**src/rtl/lscc_led_pkg.sv**
```systemverilog
// Shared constants and types for the LED fade engine.
//   NumLeds      : number of LED channels
//   LedLevelMax  : brightness level of a freshly lit LED
//   PwmSteps     : PWM steps per period (levels 0..15 map to 0..15 on-steps)
//   led_level_t  : 4-bit per-LED brightness level
package lscc_led_pkg;

    localparam int unsigned NumLeds  = 8;
    localparam int unsigned PwmSteps = 15;

    typedef logic [3:0] led_level_t;

    localparam led_level_t LedLevelMax = 4'd15;

endpackage : lscc_led_pkg

```
**src/rtl/lscc_tick_gen.sv**
```systemverilog
// Free-running divider producing a one-cycle tick every DIV clocks.
// Ports:
//   i_clk    : clock
//   i_rst    : asynchronous active-high reset
//   o_tick_c : combinational tick, high while the counter sits at DIV-1
module lscc_tick_gen
    import lscc_led_pkg::*;
#(
    parameter int unsigned DIV = 64
) (
    input  logic i_clk,
    input  logic i_rst,
    output logic o_tick_c
);

    localparam int unsigned CntW = (DIV > 1) ? $clog2(DIV) : 1;
    localparam logic [CntW-1:0] CntMax = CntW'(DIV - 1);

    logic [CntW-1:0] r_cnt;
    logic            w_wrap;

    assign w_wrap = (r_cnt == CntMax);

    // Counter wraps at DIV-1; with DIV = 1 it stays at 0 and ticks every cycle.
    always_ff @(posedge i_clk or posedge i_rst) begin
        if (i_rst) begin
            r_cnt <= '0;
        end else if (w_wrap) begin
            r_cnt <= '0;
        end else begin
            r_cnt <= r_cnt + 1'b1;
        end
    end

    assign o_tick_c = w_wrap;

endmodule : lscc_tick_gen

```
**src/rtl/led_fade.sv**
```systemverilog
// PWM fade engine: every lit LED jumps to full brightness and then decays one
// level per decay tick once released, giving the trailing glow of a KITT sweep.
// Ports:
//   clk_i         : clock, all state on the rising edge
//   rst_i         : asynchronous active-high reset
//   en_i          : engine enable; low forces all LEDs off and clears levels
//   led_pattern_i : per-LED lit pattern, polarity IN_POLARITY
//   led_o         : PWM-dimmed LED drive, polarity OUT_POLARITY
module led_fade
    import lscc_led_pkg::*;
#(
    parameter int unsigned CLK_IN_MHZ   = 125,
    parameter logic        IN_POLARITY  = 1'b0,
    parameter logic        OUT_POLARITY = 1'b0,
    parameter int unsigned PWM_DIV      = 64,
    parameter int unsigned DECAY_CYCLES = CLK_IN_MHZ * 1000 * 10
) (
    input  logic               clk_i,
    input  logic               rst_i,
    input  logic               en_i,
    input  logic [NumLeds-1:0] led_pattern_i,
    output logic [NumLeds-1:0] led_o
);

    localparam int unsigned PwmCntW = $clog2(PwmSteps);
    localparam logic [PwmCntW-1:0] PwmCntMax = PwmCntW'(PwmSteps - 1);

    logic [NumLeds-1:0] r_pattern_q;
    logic [PwmCntW-1:0] r_pwm_cnt;
    logic [NumLeds-1:0] w_led;
    logic               w_pwm_tick;
    logic               w_decay_tick;

    lscc_tick_gen #(.DIV(PWM_DIV)) u_pwm_tick (
        .i_clk    (clk_i),
        .i_rst    (rst_i),
        .o_tick_c (w_pwm_tick)
    );

    lscc_tick_gen #(.DIV(DECAY_CYCLES)) u_decay_tick (
        .i_clk    (clk_i),
        .i_rst    (rst_i),
        .o_tick_c (w_decay_tick)
    );

    // Input pattern normalised so that 1 always means lit.
    always_ff @(posedge clk_i or posedge rst_i) begin
        if (rst_i) begin
            r_pattern_q <= '0;
        end else begin
            r_pattern_q <= ~(led_pattern_i ^ {NumLeds{IN_POLARITY}});
        end
    end

    // PWM position 0..14; keeps running while disabled.
    always_ff @(posedge clk_i or posedge rst_i) begin
        if (rst_i) begin
            r_pwm_cnt <= '0;
        end else if (w_pwm_tick) begin
            if (r_pwm_cnt == PwmCntMax) begin
                r_pwm_cnt <= '0;
            end else begin
                r_pwm_cnt <= r_pwm_cnt + 1'b1;
            end
        end
    end

    for (genvar g = 0; g < int'(NumLeds); g++) begin : g_led
        led_level_t r_level;
        logic       r_led_bit;
        logic       w_on;

        // Lit beats decay, so a re-lit LED never loses a step to a coinciding tick.
        always_ff @(posedge clk_i or posedge rst_i) begin
            if (rst_i) begin
                r_level <= '0;
            end else if (!en_i) begin
                r_level <= '0;
            end else if (r_pattern_q[g]) begin
                r_level <= LedLevelMax;
            end else if (w_decay_tick && (r_level != '0)) begin
                r_level <= r_level - 1'b1;
            end
        end

        // Level L gives L on-steps out of 15: 15 is always on, 0 always off.
        assign w_on = en_i && (r_pwm_cnt < r_level);

        always_ff @(posedge clk_i or posedge rst_i) begin
            if (rst_i) begin
                r_led_bit <= ~OUT_POLARITY;
            end else begin
                r_led_bit <= w_on ? OUT_POLARITY : ~OUT_POLARITY;
            end
        end

        assign w_led[g] = r_led_bit;
    end

    assign led_o = w_led;

endmodule : led_fade

```
**config.mk**
```make
export PLATFORM = sky130hd
export DESIGN_NAME = led_fade
export DESIGN_NICKNAME = d
export VERILOG_FILES = /design/src/rtl/lscc_led_pkg.sv /design/src/rtl/lscc_tick_gen.sv /design/src/rtl/led_fade.sv
export SDC_FILE = /design/constraint.sdc
export NUM_CORES = 1
export LEC_CHECK = 0
export ABC_AREA = 1
export CORE_UTILIZATION = 61
export DETAILED_ROUTE_END_ITERATION = 8
export HOLD_SLACK_MARGIN = 0.02
export PLACE_DENSITY_LB_ADDON = 0.05
export REMOVE_ABC_BUFFERS = 1
export SLEW_MARGIN = 20
export SYNTH_ARGS = -nofsm -noshare
export SYNTH_HDL_FRONTEND = slang
export SYNTH_SLANG_ARGS = --single-unit
```
**constraint.sdc**
```tcl
create_clock -name clk_i -period 3.37 [get_ports clk_i]
set_input_delay 0.674 -clock clk_i [delete_from_list [all_inputs] [get_ports clk_i]]
set_output_delay 0.674 -clock clk_i [all_outputs]
set_load 0.02 [all_outputs]
```
Word-level counts from Yosys, hierarchy flattened
Index checks and enable logic that the tools add are counted.
{"block": "word_totals", "register_bits": 79, "latch_bits": 0, "ramBits": 0, "romBits": 0, "output_inout_bits": 8, "n_memories": 0}
{"block": "op_classes", "add_sub_neg": 11, "n_mul": 0, "div": 0, "order_cmp": 8, "n_eq_ne": 11, "n_shift": 0, "muxes": 35, "n_bitwise": 1, "reduce_logical": 24}
{"operator": "2-to-1 mux 4 bit", "count": 25}
{"operator": "less-than comparator 4 bit", "count": 8}
{"operator": "nonzero test 4 bit", "count": 8}
{"operator": "subtractor 4 x 1 -> 4 bit, second input constant", "count": 8}
{"operator": "!= test 3 x 1 -> 1 bit, second input constant", "count": 8}
{"operator": "adder 21 x 1 -> 21 bit, second input constant", "count": 1}
{"operator": "== test 21 bit, second input constant", "count": 1}
{"operator": "2-to-1 mux 21 bit", "count": 1}
{"operator": "logical AND 1 bit", "count": 16}
{"operator": "2-to-1 mux 1 bit", "count": 8}
{"operator": "inverter 8 bit", "count": 1}
{"operator": "adder 6 x 1 -> 6 bit, second input constant", "count": 1}
{"operator": "== test 6 bit, second input constant", "count": 1}
{"operator": "2-to-1 mux 6 bit", "count": 1}
{"operator": "adder 4 x 1 -> 4 bit, second input constant", "count": 1}
{"operator": "== test 4 bit, second input constant", "count": 1}

Logic depth before layout (Yosys ltp)
Gate-level depths: netlist of the first run.
{"block": "logic_depth", "ltp_word": 5, "depth_mapped": 9}

Modules after synthesis
From an unflattened synthesis of the first run, not the netlist that was laid out.
{"block": "unflattened", "hier_cells": 578, "hier_area_um2": 4839.6}
{"mod": "led_fade", "instances": 1, "cells_each": 409, "area_per_inst_um2": 3350.7}
{"mod": "lscc_tick_gen at u_decay_tick", "instances": 1, "cells_each": 145, "area_per_inst_um2": 1226.2}
{"mod": "lscc_tick_gen at u_pwm_tick", "instances": 1, "cells_each": 24, "area_per_inst_um2": 262.8}

Least setup slack after synthesis of the first run
No wires, ideal clock.
{"block": "synth_path", "kind": "input-to-reg", "start": "input en_i", "end": "register g_led[0].r_level[0]", "setup_ns": 0.117, "arrival_time_ns": 1.519, "required_time_ns": 3.253, "slack_ns": 1.735, "stages": 7, "path_buffers": 2, "cell_sequence": "buf_2 inv_1 buf_2 nor2_1 nand2_2 nand2_1 nand2_1"}
{"block": "synth_between", "elab_chain_cells": 1}
{"element": "start: declaration", "line_no": "led_fade.sv:20", "source": "input logic en_i,"}
{"element": "!= test 3 x 1 -> 1 bit (no source line) / 2-to-1 mux 4 bit (equally long branches)"}
{"element": "end signal: assignment", "line_no": "led_fade.sv:80", "source": "r_level <= LedLevelMax;"}
{"element": "end signal: assignment", "line_no": "led_fade.sv:82", "source": "r_level <= r_level - 1'b1;"}
{"element": "end: declaration", "line_no": "led_fade.sv:69", "source": "led_level_t r_level;"}
Parallel ways exist; a longest one is shown, timed or not.
A chain may end at the register's enable or synchronous reset.

Worst setup path after layout of the first run
{"block": "layout_path", "start": "input en_i", "end": "register g_led[7].r_level[1]"}
{"block": "layout_between", "elab_chain_cells": 1}
{"element": "!= test 3 x 1 -> 1 bit (no source line) / 2-to-1 mux 4 bit (equally long branches)"}
{"element": "end signal: assignment", "line_no": "led_fade.sv:80"}
{"element": "end signal: assignment", "line_no": "led_fade.sv:82"}
{"element": "end: declaration", "line_no": "led_fade.sv:69"}
Parallel ways exist; a longest one is shown, timed or not.

==> results of run 1 <==
## worst min-delay path by stage
| stage | endpoint | slack [ns] | cells past startpoint |
|---|---|---|---|
| 6_report | u_pwm_tick.r_cnt[0] | 0.46 | 1 |
| 5_1_grt | u_pwm_tick.r_cnt[0] | 0.50 | 1 |
| 4_1_cts | u_pwm_tick.r_cnt[0] | 0.47 | 1 |
| 3_5_place_dp | u_pwm_tick.r_cnt[0] | 0.45 | 1 |
| 3_3_place_gp | u_pwm_tick.r_cnt[0] | 0.45 | 1 |
| 2_1_floorplan | u_pwm_tick.r_cnt[0] | 0.43 | 1 |
## per-layer routing
layer / up-vias / track usage [%]
li1: 1965 / -
met1: 1850 / 30.6
met2: 87 / 44.3
met3: 14 / 5.25
met4: 0 / 7.53
met5: - / 0
## critical path, delay by kind of cell
kind,cells,cell delay [ns]
AND/OR/NAND/NOR,4,0.75
buffers and inverters,3,1.14
## cells in the final DEF, fill, tap and decap left out, types with 2 or more instances in the layout
master,n
sky130_fd_sc_hd__nand2_1,140
sky130_fd_sc_hd__inv_1,102
sky130_fd_sc_hd__dfrtp_1,71
sky130_fd_sc_hd__nor2_1,53
sky130_fd_sc_hd__nand3_1,50
sky130_fd_sc_hd__a21oi_1,38
sky130_fd_sc_hd__ha_1,34
sky130_fd_sc_hd__clkdlybuf4s50_1,18
sky130_fd_sc_hd__nand3_2,13
sky130_fd_sc_hd__nand4_1,10
sky130_fd_sc_hd__xor2_1,10
sky130_fd_sc_hd__clkbuf_8,10
sky130_fd_sc_hd__nand2_2,8
sky130_fd_sc_hd__o31ai_1,8
sky130_fd_sc_hd__o211ai_1,8
sky130_fd_sc_hd__dfstp_2,8
sky130_fd_sc_hd__a31oi_1,7
sky130_fd_sc_hd__o21ai_0,7
sky130_fd_sc_hd__nor3_1,4
sky130_fd_sc_hd__bufinv_16,3
sky130_fd_sc_hd__nor2_4,2
sky130_fd_sc_hd__a22oi_1,2
sky130_fd_sc_hd__clkinvlp_4,2
## sequential cells by signal, summed over array words and instances, names as in the netlist
name and cells:
g_led.r_led_bit 8, r_pwm_cnt 4, u_decay_tick.r_cnt 21, g_led.r_level 32, u_pwm_tick.r_cnt 6, r_pattern_q 8
## metrics by stage
| step | hold slack [ns] | utilization [%] |
|---|---|---|
| global placement | 0.445 | 67.6 |
| CTS | 0.466 | 70.9 |
| finish | 0.461 | 70.9 |
| detailed placement | 0.454 | 67.6 |
| global route | 0.499 | 70.9 |
| floorplan | 0.433 | - |
## cells by family after synthesis
kind of cell | synth area share, %
xor+xnor | 2.03
fa+ha+maj | 8.97
compound gates | 9.10
buf+inv | 10.3
simple gates | 27.7
flops | 41.9
## power by group
part | total [mW] | switching (mW) | internal [mW]
logic | 0.345 | 0.211 | 0.135
clock network | 0.865 | 0.353 | 0.513
registers | 1.06 | 0.0488 | 1.01
## area by class of cell
cell class | instances | area, um2 | share of cell area (%)
multi-input cells | 402 | 2270 | 43.4
flip-flops and latches | 79 | 1990 | 38.0
inverters | 104 | 392 | 7.50
repair buffers | 20 | 208 | 3.98
clock buffers | 11 | 141 | 2.71
well taps | 99 | 124 | 2.37
clock inverters | 5 | 105 | 2.01
==> results.md, run 1 <==
- Number of buffers inserted to repair setup after CTS: 0
- Global-route usage over all layers: 25.0%
- Overall die height: 90.2 um
- Cell count after synthesis: 600
- Number of vias per cell: 5.44
- Fraction of synthesized cell area taken by the top area cell type: 37.4%
- DIE WIDTH: 90.2 um
- Slew of the pin with the lowest slew margin: 0.957 ns
- Hold Crit Start: u_pwm_tick.r_cnt[0]
- Number of pins exceeding their max-slew limit in the final report: 0
- Met2 WL post-DR: 4.75 mm
- Worst setup slack for register-to-register paths: 1.53 ns
- WL met1: 4.15 mm
- Port bufs: 18
- Most numerous cell in the Yosys netlist: sky130_fd_sc_hd__nand2_1
- Global route total overflow: 0
- Initial antenna violation count: 0
- Async SR Flop Fraction: 100%
- Post-synthesis average cell area: 7.91 um2
- Run status: completed
- Post-DP HPWL: 6.62 mm
- Sum of internal, switching and leakage power: 2.27 mW
- Buffers from clock root to sink, at most: 2
- Cell seen most often among critical-path stages: sky130_fd_sc_hd__nand2_1
- Placeable core region: 0.00737 mm2
- CTS H-Tree Depth: 3
- Syn-to-layout area delta: 10.1%
- Worst-path cell chain: clkdlybuf4s50_1, buf_4, inv_1, nor2_1, nand2_2, nand2_1, nand2_1
- Antenna Diode Count: 0
- Worst IR Drop VDD: 0.311 mV
- Critical path's largest stage delay: 0.47 ns
- Standard-cell row count: 31
- Sum of met3 wire segment lengths after detailed routing: 362 um
- Path class of the lowest-slack min-delay path: reg2reg
- Post-synth cell types: 32
- Post_cts resized: 0
- Leakage: 2.78 nW
- Final ANT Viol Nets: 0
- Final clock skew: 0.00989 ns
- Number of max-cap violations: 0
- Root cell of the clock tree: sky130_fd_sc_hd__clkbuf_8
- Post-route setup TNS: 0 ns
- Required time at the endpoint of the critical path: 3.61 ns
- Largest net degree at the start of global routing: 41
- Top routing layer in use: met4
- Startpoint kind of the worst setup timing path: primary input
- Slew HR: 36.1%
- Cell Pwr Density: 435 mW/mm2
- Number of buffers created by CTS: 9
- Leading post-synthesis cells by instance count: sky130_fd_sc_hd__nand2_1, sky130_fd_sc_hd__inv_1, sky130_fd_sc_hd__dfrtp_1, sky130_fd_sc_hd__nor2_1, sky130_fd_sc_hd__nand3_1
- Largest driver fanout on the critical path: 31
- Yosys warns: 0
- Pre-CTS setup slack: 0.683 ns
- Via count: 3916
- Area of all placed cells without fillers: 0.00523 mm2
- Total length of routed wires: 9.40 mm
- RSZ-0062 raised after global routing: false
- TritonCTS clock tree: built
- Cells after DPL: 704
- Final critical delay including setup and external delays: 2.34 ns
- Synthesized area: 0.00474 mm2
- Number of endpoints failing setup at the final stage: 0
- CP startpoint: en_i
- Die footprint: 0.00813 mm2
- Critical Path End Type: flip-flop
- DR WL/cell: 13.1 um
- Area after DPL: 0.00498 mm2
- Fillers: 582
- Final nets: 661
- Achievable clock frequency: 427 MHz
- Final hold violation count: 0
- End point of the critical path: g_led[7].r_level[1]
- Ranking of synthesized cells by area: sky130_fd_sc_hd__dfrtp_1, sky130_fd_sc_hd__nand2_1, sky130_fd_sc_hd__ha_1
- First-pass iteration count of the detailed router: 4
- Hold buffer count at CTS: 0
- Clk sinks: 79
- GPL Wtd Cong: 0.857
- Via count of the first global-routing pass: 3814
- Reg-to-reg critical path startpoint: u_decay_tick.r_cnt[0]
- Fraction of final layout cells with drive strength greater than 1: 9.02%
- DRT iter0 DRCs: 218
- Final setup margin: 1.03 ns
- Cell depth of the worst flop-to-flop path: 8
- Post-Layout Cell Count: 720
- EDFF count, synth: 0
- Clock insertion delay at the later pin of the skew report: 0.35 ns
- Sequential fraction of the synthesis area: 41.9%
- Starting utilization of the core area: 64.4%
- CP Data Arrival Time: 2.59 ns
- Clock slew at reported path FFs: 0.08 ns
- Final period utilization: 69.6%
- Endpoint of the most critical register-to-register path: u_decay_tick.r_cnt[17]
- Boundary pin count: 19
- Critical path start-end classification: in2reg
- Main flop type after synthesis: sky130_fd_sc_hd__dfrtp_1
- #FFs+latches synth: 79
- Worst-path cell with the longest stage delay: sky130_fd_sc_hd__nor2_1
- First-pass GRT wire length: 16.4 mm
- Biggest area consumer among synthesized cells: sky130_fd_sc_hd__dfrtp_1
- Total DRC errors in the routed layout: 0
Power figures use the tool's default switching activity.
==> run 2, diff against run 1 <==
--- a/config.mk
+++ b/config.mk
@@ -6,7 +6,7 @@
 export NUM_CORES = 1
 export LEC_CHECK = 0
 export ABC_AREA = 1
-export CORE_UTILIZATION = 61
+export CORE_UTILIZATION = 55
 export DETAILED_ROUTE_END_ITERATION = 8
 export HOLD_SLACK_MARGIN = 0.02
 export PLACE_DENSITY_LB_ADDON = 0.05
==> constraint.sdc (replaced) <==
create_clock -name clk_i -period 1.9 [get_ports clk_i]
set_input_delay 0.38 -clock clk_i [delete_from_list [all_inputs] [get_ports clk_i]]
set_output_delay 0.38 -clock clk_i [all_outputs]
set_load 0.02 [all_outputs]
==> results.md, run 2 (same netlist as run 1, synthesis figures left out) <==
- Run status: completed (unchanged)
- Boundary pin count: 19 (unchanged)
- Critical path's largest stage delay: 0.59 ns (was 0.47 ns)
- Via count: 3814 (was 3916)
- Syn-to-layout area delta: 11.9% (was 10.1%)
- RSZ-0062 raised after global routing: false (unchanged)
- Largest net degree at the start of global routing: 33 (was 41)
- First-pass GRT wire length: 16.5 mm (was 16.4 mm)
- Final ANT Viol Nets: 0 (unchanged)
- Most frequent cells in the layout: sky130_fd_sc_hd__nand2_1, sky130_fd_sc_hd__inv_1, sky130_fd_sc_hd__dfrtp_1, sky130_fd_sc_hd__nor2_1, sky130_fd_sc_hd__nand3_1 (unchanged)
- Stages on worst setup path: 1 (was 7)
- Initial antenna violation count: 0 (unchanged)
- Global route total overflow: 0 (unchanged)
- Number of max-cap violations: 0 (unchanged)
- Largest register FFs: 32 (unchanged)
- Final nets: 669 (was 661)
- Largest Register: g_led.r_level (unchanged)
- Worst setup slack for register-to-register paths: 0.16 ns (was 1.53 ns)
- Final clock skew: 0.0141 ns (was 0.00989 ns)
- Worst-path cell chain: clkdlybuf4s50_1 (was clkdlybuf4s50_1, buf_4, inv_1, nor2_1, nand2_2, nand2_1, nand2_1)
- DIE WIDTH: 94.9 um (was 90.2 um)
- Reported net switching power: 1.03 mW (was 612 uW)
- Int Pwr: 2.86 mW (was 1.66 mW)
- Clk sinks: 79 (unchanged)
- First-pass iteration count of the detailed router: 4 (unchanged)
- Reg-to-reg critical path startpoint: u_decay_tick.r_cnt[0] (unchanged)
- Worst path buffer plus inverter count: 1 (was 3)
- Critical Path End Type: primary output (was flip-flop)
- Path class of the lowest-slack min-delay path: in2async (was reg2reg)
- Hold buffer count at CTS: 0 (unchanged)
- Area of all placed cells without fillers: 0.00531 mm2 (was 0.00523 mm2)
- DRT iter0 DRCs: 187 (was 218)
- Cell Pwr Density: 734 mW/mm2 (was 435 mW/mm2)
- Leakage: 2.83 nW (was 2.78 nW)
- Endpoint of the most critical register-to-register path: g_led[5].r_level[1] (was u_decay_tick.r_cnt[17])
- Die footprint: 0.00900 mm2 (was 0.00813 mm2)
- Fraction of final layout cells with drive strength greater than 1: 10.0% (was 9.02%)
- DR WL/cell: 12.8 um (was 13.1 um)
- TritonCTS clock tree: built (unchanged)
- CP Data Arrival Time: 1.46 ns (was 2.59 ns)
- Clock insertion delay at the later pin of the skew report: 0.35 ns (about the same)
- Number of buffers inserted to repair setup after CTS: 0 (unchanged)
- Number of buffers created by CTS: 9 (unchanged)
- Sequential share of power: 48.4% (was 46.8%)
- Startpoint kind of the worst setup timing path: flip-flop (was primary input)
- Starting utilization of the core area: 57.2% (was 64.4%)
- Top delay family on crit path: buffers and inverters (unchanged)
- Final period utilization: 96.6%
- Worst IR Drop VDD: 0.513 mV (was 0.311 mV)
- Worst-path cell with the longest stage delay: sky130_fd_sc_hd__clkdlybuf4s50_1 (was sky130_fd_sc_hd__nor2_1)
- Required time at the endpoint of the critical path: 1.52 ns (was 3.61 ns)
- Global-route usage over all layers: 23.5% (was 25.0%)
- Logic pwr share: 16.2% (was 15.2%)
- Number of vias per cell: 5.20 (was 5.44)
- CP startpoint: g_led[4].r_led_bit (was en_i)
- Pre-CTS setup slack: 0.0811 ns (was 0.683 ns)
- Buffers from clock root to sink, at most: 2 (unchanged)
- Final hold violation count: 0 (unchanged)
- Post_cts resized: 0 (unchanged)
- End point of the critical path: led_o[4] (was g_led[7].r_level[1])
- Critical path start-end classification: reg2out (was in2reg)
- Final critical delay including setup and external delays: 1.84 ns
- Net switching share of the total power: 26.5% (was 26.9%)
- Cell depth of the worst flop-to-flop path: 10 (was 8)
- Clock slew at reported path FFs: 0.08 ns (about the same)
- Slew of the pin with the lowest slew margin: 0.509 ns (was 0.957 ns)
- Overall die height: 94.9 um (was 90.2 um)
- Post-DP HPWL: 6.86 mm (was 6.62 mm)
- Largest driver fanout on the critical path: 1 (was 31)
- Total length of routed wires: 9.38 mm (was 9.40 mm)
- Number of pins exceeding their max-slew limit in the final report: 0 (unchanged)
- Area after DPL: 0.00508 mm2 (was 0.00498 mm2)
- Antenna Diode Count: 0 (unchanged)
- Leading cell type in the layout, fill and taps excluded: sky130_fd_sc_hd__nand2_1 (unchanged)
- Number of endpoints failing setup at the final stage: 0 (unchanged)
- Total DRC errors in the routed layout: 0 (unchanged)
- Worst hold slack after final layout: 0.305 ns (was 0.461 ns)
- Slew HR: 66.0% (was 36.1%)
- Standard-cell row count: 33 (was 31)
- Placeable core region: 0.00830 mm2 (was 0.00737 mm2)
- Root cell of the clock tree: sky130_fd_sc_hd__clkbuf_8 (unchanged)
- Share of power burned in the clock network: 35.5% (was 38.0%)
- Final setup margin: 0.0648 ns (was 1.03 ns)
- Port bufs: 18 (unchanged)
- Sum of internal, switching and leakage power: 3.90 mW (was 2.27 mW)
- CTS H-Tree Depth: 3 (unchanged)
- Achievable clock frequency: 545 MHz
- Via count of the first global-routing pass: 3735 (was 3814)
- GPL Wtd Cong: 0.870 (was 0.857)
- Largest registers: g_led.r_level: 32 flops, u_decay_tick.r_cnt: 21 flops (unchanged)
run 2: changes by cell type in the layout (fill, tap and decap cells not counted):
cell | before | now
sky130_fd_sc_hd__buf_12 | 1 | 4
sky130_fd_sc_hd__buf_4 | 1 | 6
sky130_fd_sc_hd__bufinv_16 | 3 | 2
sky130_fd_sc_hd__clkbuf_1 | 1 | 2
sky130_fd_sc_hd__clkbuf_8 | 10 | 11
sky130_fd_sc_hd__clkinv_2 | 1 | 2
sky130_fd_sc_hd__clkinvlp_4 | 2 | 0
run 2: worst min path at each step:
stage | startpoint | endpoint
floorplan | u_pwm_tick.r_cnt[0] | u_pwm_tick.r_cnt[0]
global placement | u_pwm_tick.r_cnt[0] | u_pwm_tick.r_cnt[0]
detailed placement | u_pwm_tick.r_cnt[0] | u_pwm_tick.r_cnt[0]
CTS | rst_i | r_pattern_q[1]
global route | rst_i | r_pattern_q[1]
finish | rst_i | r_pattern_q[1]
run 2: metrics by stage:
step           TNS [ns]  cells  util (%)
6_report              0    734      64.0
5_1_grt               0    734      64.0
4_1_cts               0    734      64.0
3_5_place_dp          0    718      61.3
3_3_place_gp          0    718      61.3
2_1_floorplan    -34.80    585         -
run 2: power by group through the flow:
stage          Combinational, mW  Clock [mW]  Sequential, mW
2_1_floorplan              0.425           0            1.92
4_1_cts                    0.636        1.41            1.88
5_1_grt                    0.731        1.47            1.90
3_3_place_gp               0.604           0            1.91
3_5_place_dp               0.632           0            1.92
6_report                   0.630        1.38            1.88
run 2: per-layer routing:
metal	vias to the layer above	global-route usage, %	wire [um]
met4	0	9.97	141
met1	1771	30.5	4360
met2	58	39.6	4600
met3	11	3.06	282
met5	-	0	0
li1	1974	-	-
run 2: cell type report:
cell class | count | area (um2)
clock buffer | 13 | 159
clock inverter | 3 | 65.1
fill | 714 | 2990
inverter | 104 | 392
multi-input combinational | 402 | 2270
sequential | 79 | 1990
tap | 105 | 131
timing repair buffer | 28 | 305
==> run 3, diff against run 2 <==
--- a/config.mk
+++ b/config.mk
@@ -5,8 +5,7 @@
 export SDC_FILE = /design/constraint.sdc
 export NUM_CORES = 1
 export LEC_CHECK = 0
-export ABC_AREA = 1
-export CORE_UTILIZATION = 55
+export CORE_UTILIZATION = 45
 export DETAILED_ROUTE_END_ITERATION = 8
 export HOLD_SLACK_MARGIN = 0.02
 export PLACE_DENSITY_LB_ADDON = 0.05
==> results.md, run 3 <==
- Yosys warns: 0 (unchanged)
- Total length of routed wires: 10.4 mm (was 9.38 mm)
- Syn-to-layout area delta: 15.8% (was 11.9%)
- Largest net degree at the start of global routing: 34 (was 33)
- Sequential fraction of the synthesis area: 43.0% (was 41.9%)
- DR WL/cell: 16.3 um (was 12.8 um)
- Leakage: 2.44 nW (was 2.83 nW)
- Largest Register: g_led.r_level (unchanged)
- Root cell of the clock tree: sky130_fd_sc_hd__clkbuf_8 (unchanged)
- Final nets: 544 (was 669)
- Cell depth of the worst flop-to-flop path: 3 (was 10)
- Via count: 3618 (was 3814)
- Final hold violation count: 0 (unchanged)
- Critical Path End Type: flip-flop (was primary output)
- Biggest area consumer among synthesized cells: sky130_fd_sc_hd__dfrtp_1 (unchanged)
- Post-DP HPWL: 7.02 mm (was 6.86 mm)
- Die footprint: 0.0107 mm2 (was 0.00900 mm2)
- Critical path start-end classification: reg2reg (was reg2out)
- TritonCTS clock tree: built (unchanged)
- Worst IR Drop VDD: 0.415 mV (was 0.513 mV)
- Clock slew at reported path FFs: 0.09 ns (was 0.08 ns)
- Most numerous cell in the Yosys netlist: sky130_fd_sc_hd__dfrtp_1 (was sky130_fd_sc_hd__nand2_1)
- Clk sinks: 79 (unchanged)
- CP Data Arrival Time: 2.12 ns (was 1.46 ns)
- Buffers from clock root to sink, at most: 2 (unchanged)
- Largest registers: g_led.r_level: 32 flops, u_decay_tick.r_cnt: 21 flops (unchanged)
- Post-synth cell types: 54 (was 32)
- First-pass iteration count of the detailed router: 4 (unchanged)
- Starting utilization of the core area: 46.9% (was 57.2%)
- Leading cell type in the layout, fill and taps excluded: sky130_fd_sc_hd__dfrtp_1 (was sky130_fd_sc_hd__nand2_1)
- Global-route usage over all layers: 21.7% (was 23.5%)
- Slew HR: 58.2% (was 66.0%)
- Slew of the pin with the lowest slew margin: 0.627 ns (was 0.509 ns)
- First-pass GRT wire length: 17.6 mm (was 16.5 mm)
- Leading post-synthesis cells by instance count: sky130_fd_sc_hd__dfrtp_1, sky130_fd_sc_hd__inv_1, sky130_fd_sc_hd__ha_1, sky130_fd_sc_hd__nor2_1, sky130_fd_sc_hd__nand3_1 (was sky130_fd_sc_hd__nand2_1, sky130_fd_sc_hd__inv_1, sky130_fd_sc_hd__dfrtp_1, sky130_fd_sc_hd__nor2_1, sky130_fd_sc_hd__nand3_1)
- Port bufs: 18 (unchanged)
- Clock insertion delay at the later pin of the skew report: 0.35 ns (about the same)
- Number of buffers created by CTS: 9 (unchanged)
- Post-synthesis average cell area: 9.90 um2 (was 7.91 um2)
- Largest register FFs: 32 (unchanged)
- Main flop type after synthesis: sky130_fd_sc_hd__dfrtp_1 (unchanged)
- Pre-CTS setup slack: 0.0407 ns (was 0.0811 ns)
- Run status: completed (unchanged)
- Total DRC errors in the routed layout: 0 (unchanged)
- Number of vias per cell: 5.68 (was 5.20)
- Final ANT Viol Nets: 0 (unchanged)
- Initial antenna violation count: 0 (unchanged)
- GPL Wtd Cong: 0.812 (was 0.870)
- CTS H-Tree Depth: 3 (unchanged)
- Cell count after synthesis: 467 (was 600)
- Cell Pwr Density: 677 mW/mm2 (was 734 mW/mm2)
- Final clock skew: 0.0139 ns (was 0.0141 ns)
- Worst hold slack after final layout: 0.208 ns (was 0.305 ns)
- Path class of the lowest-slack min-delay path: in2async (unchanged)
- DRT iter0 DRCs: 170 (was 187)
- Required time at the endpoint of the critical path: 2.14 ns (was 1.52 ns)
- Hold buffer count at CTS: 0 (unchanged)
- Synthesized area: 0.00462 mm2 (was 0.00474 mm2)
- Final period utilization: 99.3% (was 96.6%)
- EDFF count, synth: 0 (unchanged)
- Final critical delay including setup and external delays: 1.89 ns (was 1.84 ns)
- Final setup margin: 0.0136 ns (was 0.0648 ns)
- Fraction of final layout cells with drive strength greater than 1: 14.7% (was 10.0%)
- Standard-cell row count: 36 (was 33)
- Number of max-cap violations: 0 (unchanged)
- Most frequent cells in the layout: sky130_fd_sc_hd__dfrtp_1, sky130_fd_sc_hd__inv_1, sky130_fd_sc_hd__ha_1, sky130_fd_sc_hd__buf_4, sky130_fd_sc_hd__nor2_1 (was sky130_fd_sc_hd__nand2_1, sky130_fd_sc_hd__inv_1, sky130_fd_sc_hd__dfrtp_1, sky130_fd_sc_hd__nor2_1, sky130_fd_sc_hd__nand3_1)
- Ranking of synthesized cells by area: sky130_fd_sc_hd__dfrtp_1, sky130_fd_sc_hd__ha_1, sky130_fd_sc_hd__dfstp_2 (was sky130_fd_sc_hd__dfrtp_1, sky130_fd_sc_hd__nand2_1, sky130_fd_sc_hd__ha_1)
- DIE WIDTH: 103 um (was 94.9 um)
- Number of pins exceeding their max-slew limit in the final report: 0 (unchanged)
- Fraction of synthesized cell area taken by the top area cell type: 38.4% (was 37.4%)
- Antenna Diode Count: 0 (unchanged)
- Worst setup slack for register-to-register paths: 0.01 ns (was 0.16 ns)
- Reg-to-reg critical path startpoint: u_decay_tick.r_cnt[10] (was u_decay_tick.r_cnt[0])
- #FFs+latches synth: 79 (unchanged)
- Largest driver fanout on the critical path: 3 (was 1)
- Boundary pin count: 19 (unchanged)
- Number of endpoints failing setup at the final stage: 0 (unchanged)
- Overall die height: 103 um (was 94.9 um)
- Achievable clock frequency: 530 MHz (was 545 MHz)
- Startpoint kind of the worst setup timing path: flip-flop (unchanged)
- Endpoint of the most critical register-to-register path: g_led[7].r_level[1] (was g_led[5].r_level[1])
- Via count of the first global-routing pass: 3619 (was 3735)
- Async SR Flop Fraction: 100% (unchanged)
- Global route total overflow: 0 (unchanged)
- Placeable core region: 0.00986 mm2 (was 0.00830 mm2)
-- run 3: final cells by class --
| type | instances | area (um2) |
|---|---|---|
| fill | 905 | 4510 |
| multi-input combinational | 314 | 2340 |
| sequential | 79 | 1990 |
| timing repair buffer | 48 | 472 |
| inverter | 47 | 178 |
| tap | 133 | 166 |
| clock buffer | 10 | 128 |
| clock inverter | 6 | 85.1 |
-- run 3: logic make-up (layout without fill, tap and decap cells) --
group | after synthesis | in the layout | synth area share (%)
adder cells (fa/ha/maj) | 34 | 34 | 9.20
flip-flops | 79 | 79 | 43.0
AO/OA/AOI/OAI | 111 | 111 | 17.5
AND/OR/NAND/NOR | 147 | 147 | 19.2
buffers and inverters | 74 | 111 | 6.88
XOR/XNOR | 19 | 19 | 3.60
multiplexers | 3 | 3 | 0.704
-- run 3: routing by layer --
layer,vias to the layer above,global-route usage (%),wire [um]
li1,1770,-,-
met1,1772,27.4,4780
met2,70,37.3,5150
met3,6,3.90,406
met4,0,7.58,66
met5,-,0,0
-- run 3: critical path, cell delays in order, from the launching register on --
cell	delay, ns
sky130_fd_sc_hd__dfrtp_1	0.43
sky130_fd_sc_hd__or4b_4	0.59
sky130_fd_sc_hd__or3_1	0.42
sky130_fd_sc_hd__o311a_1	0.35
-- run 3: power by group --
| part | internal, mW | switching, mW |
|---|---|---|
| Clock | 0.736 | 0.640 |
| Combinational | 0.198 | 0.220 |
| Sequential | 1.76 | 0.0723 |
-- run 3: worst max-delay path by stage --
stage | start | end | slack, ns | depth (start not counted)
5_1_grt | u_decay_tick.r_cnt[10] | g_led[7].r_level[1] | -0.02 | 3
3_5_place_dp | u_decay_tick.r_cnt[11] | g_led[6].r_level[1] | 0.04 | 3
3_3_place_gp | u_decay_tick.r_cnt[11] | g_led[6].r_level[1] | 0.08 | 3
4_1_cts | g_led[2].r_led_bit | led_o[2] | 0.02 | 1
2_1_floorplan | rst_i | g_led[0].r_level[0] | -0.49 | 1
6_report | u_decay_tick.r_cnt[10] | g_led[7].r_level[1] | 0.01 | 3
-- run 3: metrics by stage --
step | TNS [ns] | util, % | instances | area [um2] | power [mW]
3_5_place_dp | 0 | 51.8 | 620 | 5110 | 2.29
2_1_floorplan | -35.03 | - | 440 | 4480 | 2.13
3_3_place_gp | 0 | 51.8 | 620 | 5110 | 2.27
5_1_grt | -0.0154 | 54.3 | 637 | 5350 | 3.79
6_report | 0 | 54.3 | 637 | 5350 | 3.63
4_1_cts | 0 | 53.9 | 636 | 5320 | 3.68
-- run 3: repair_timing --
| item | CTS | global route |
|---|---|---|
| setup buffers | 0 | 1 |
| resized for setup | 1 | 7 |
| endpoints found under the setup margin | 1 | 7 |
| cloned | 0 | 0 |
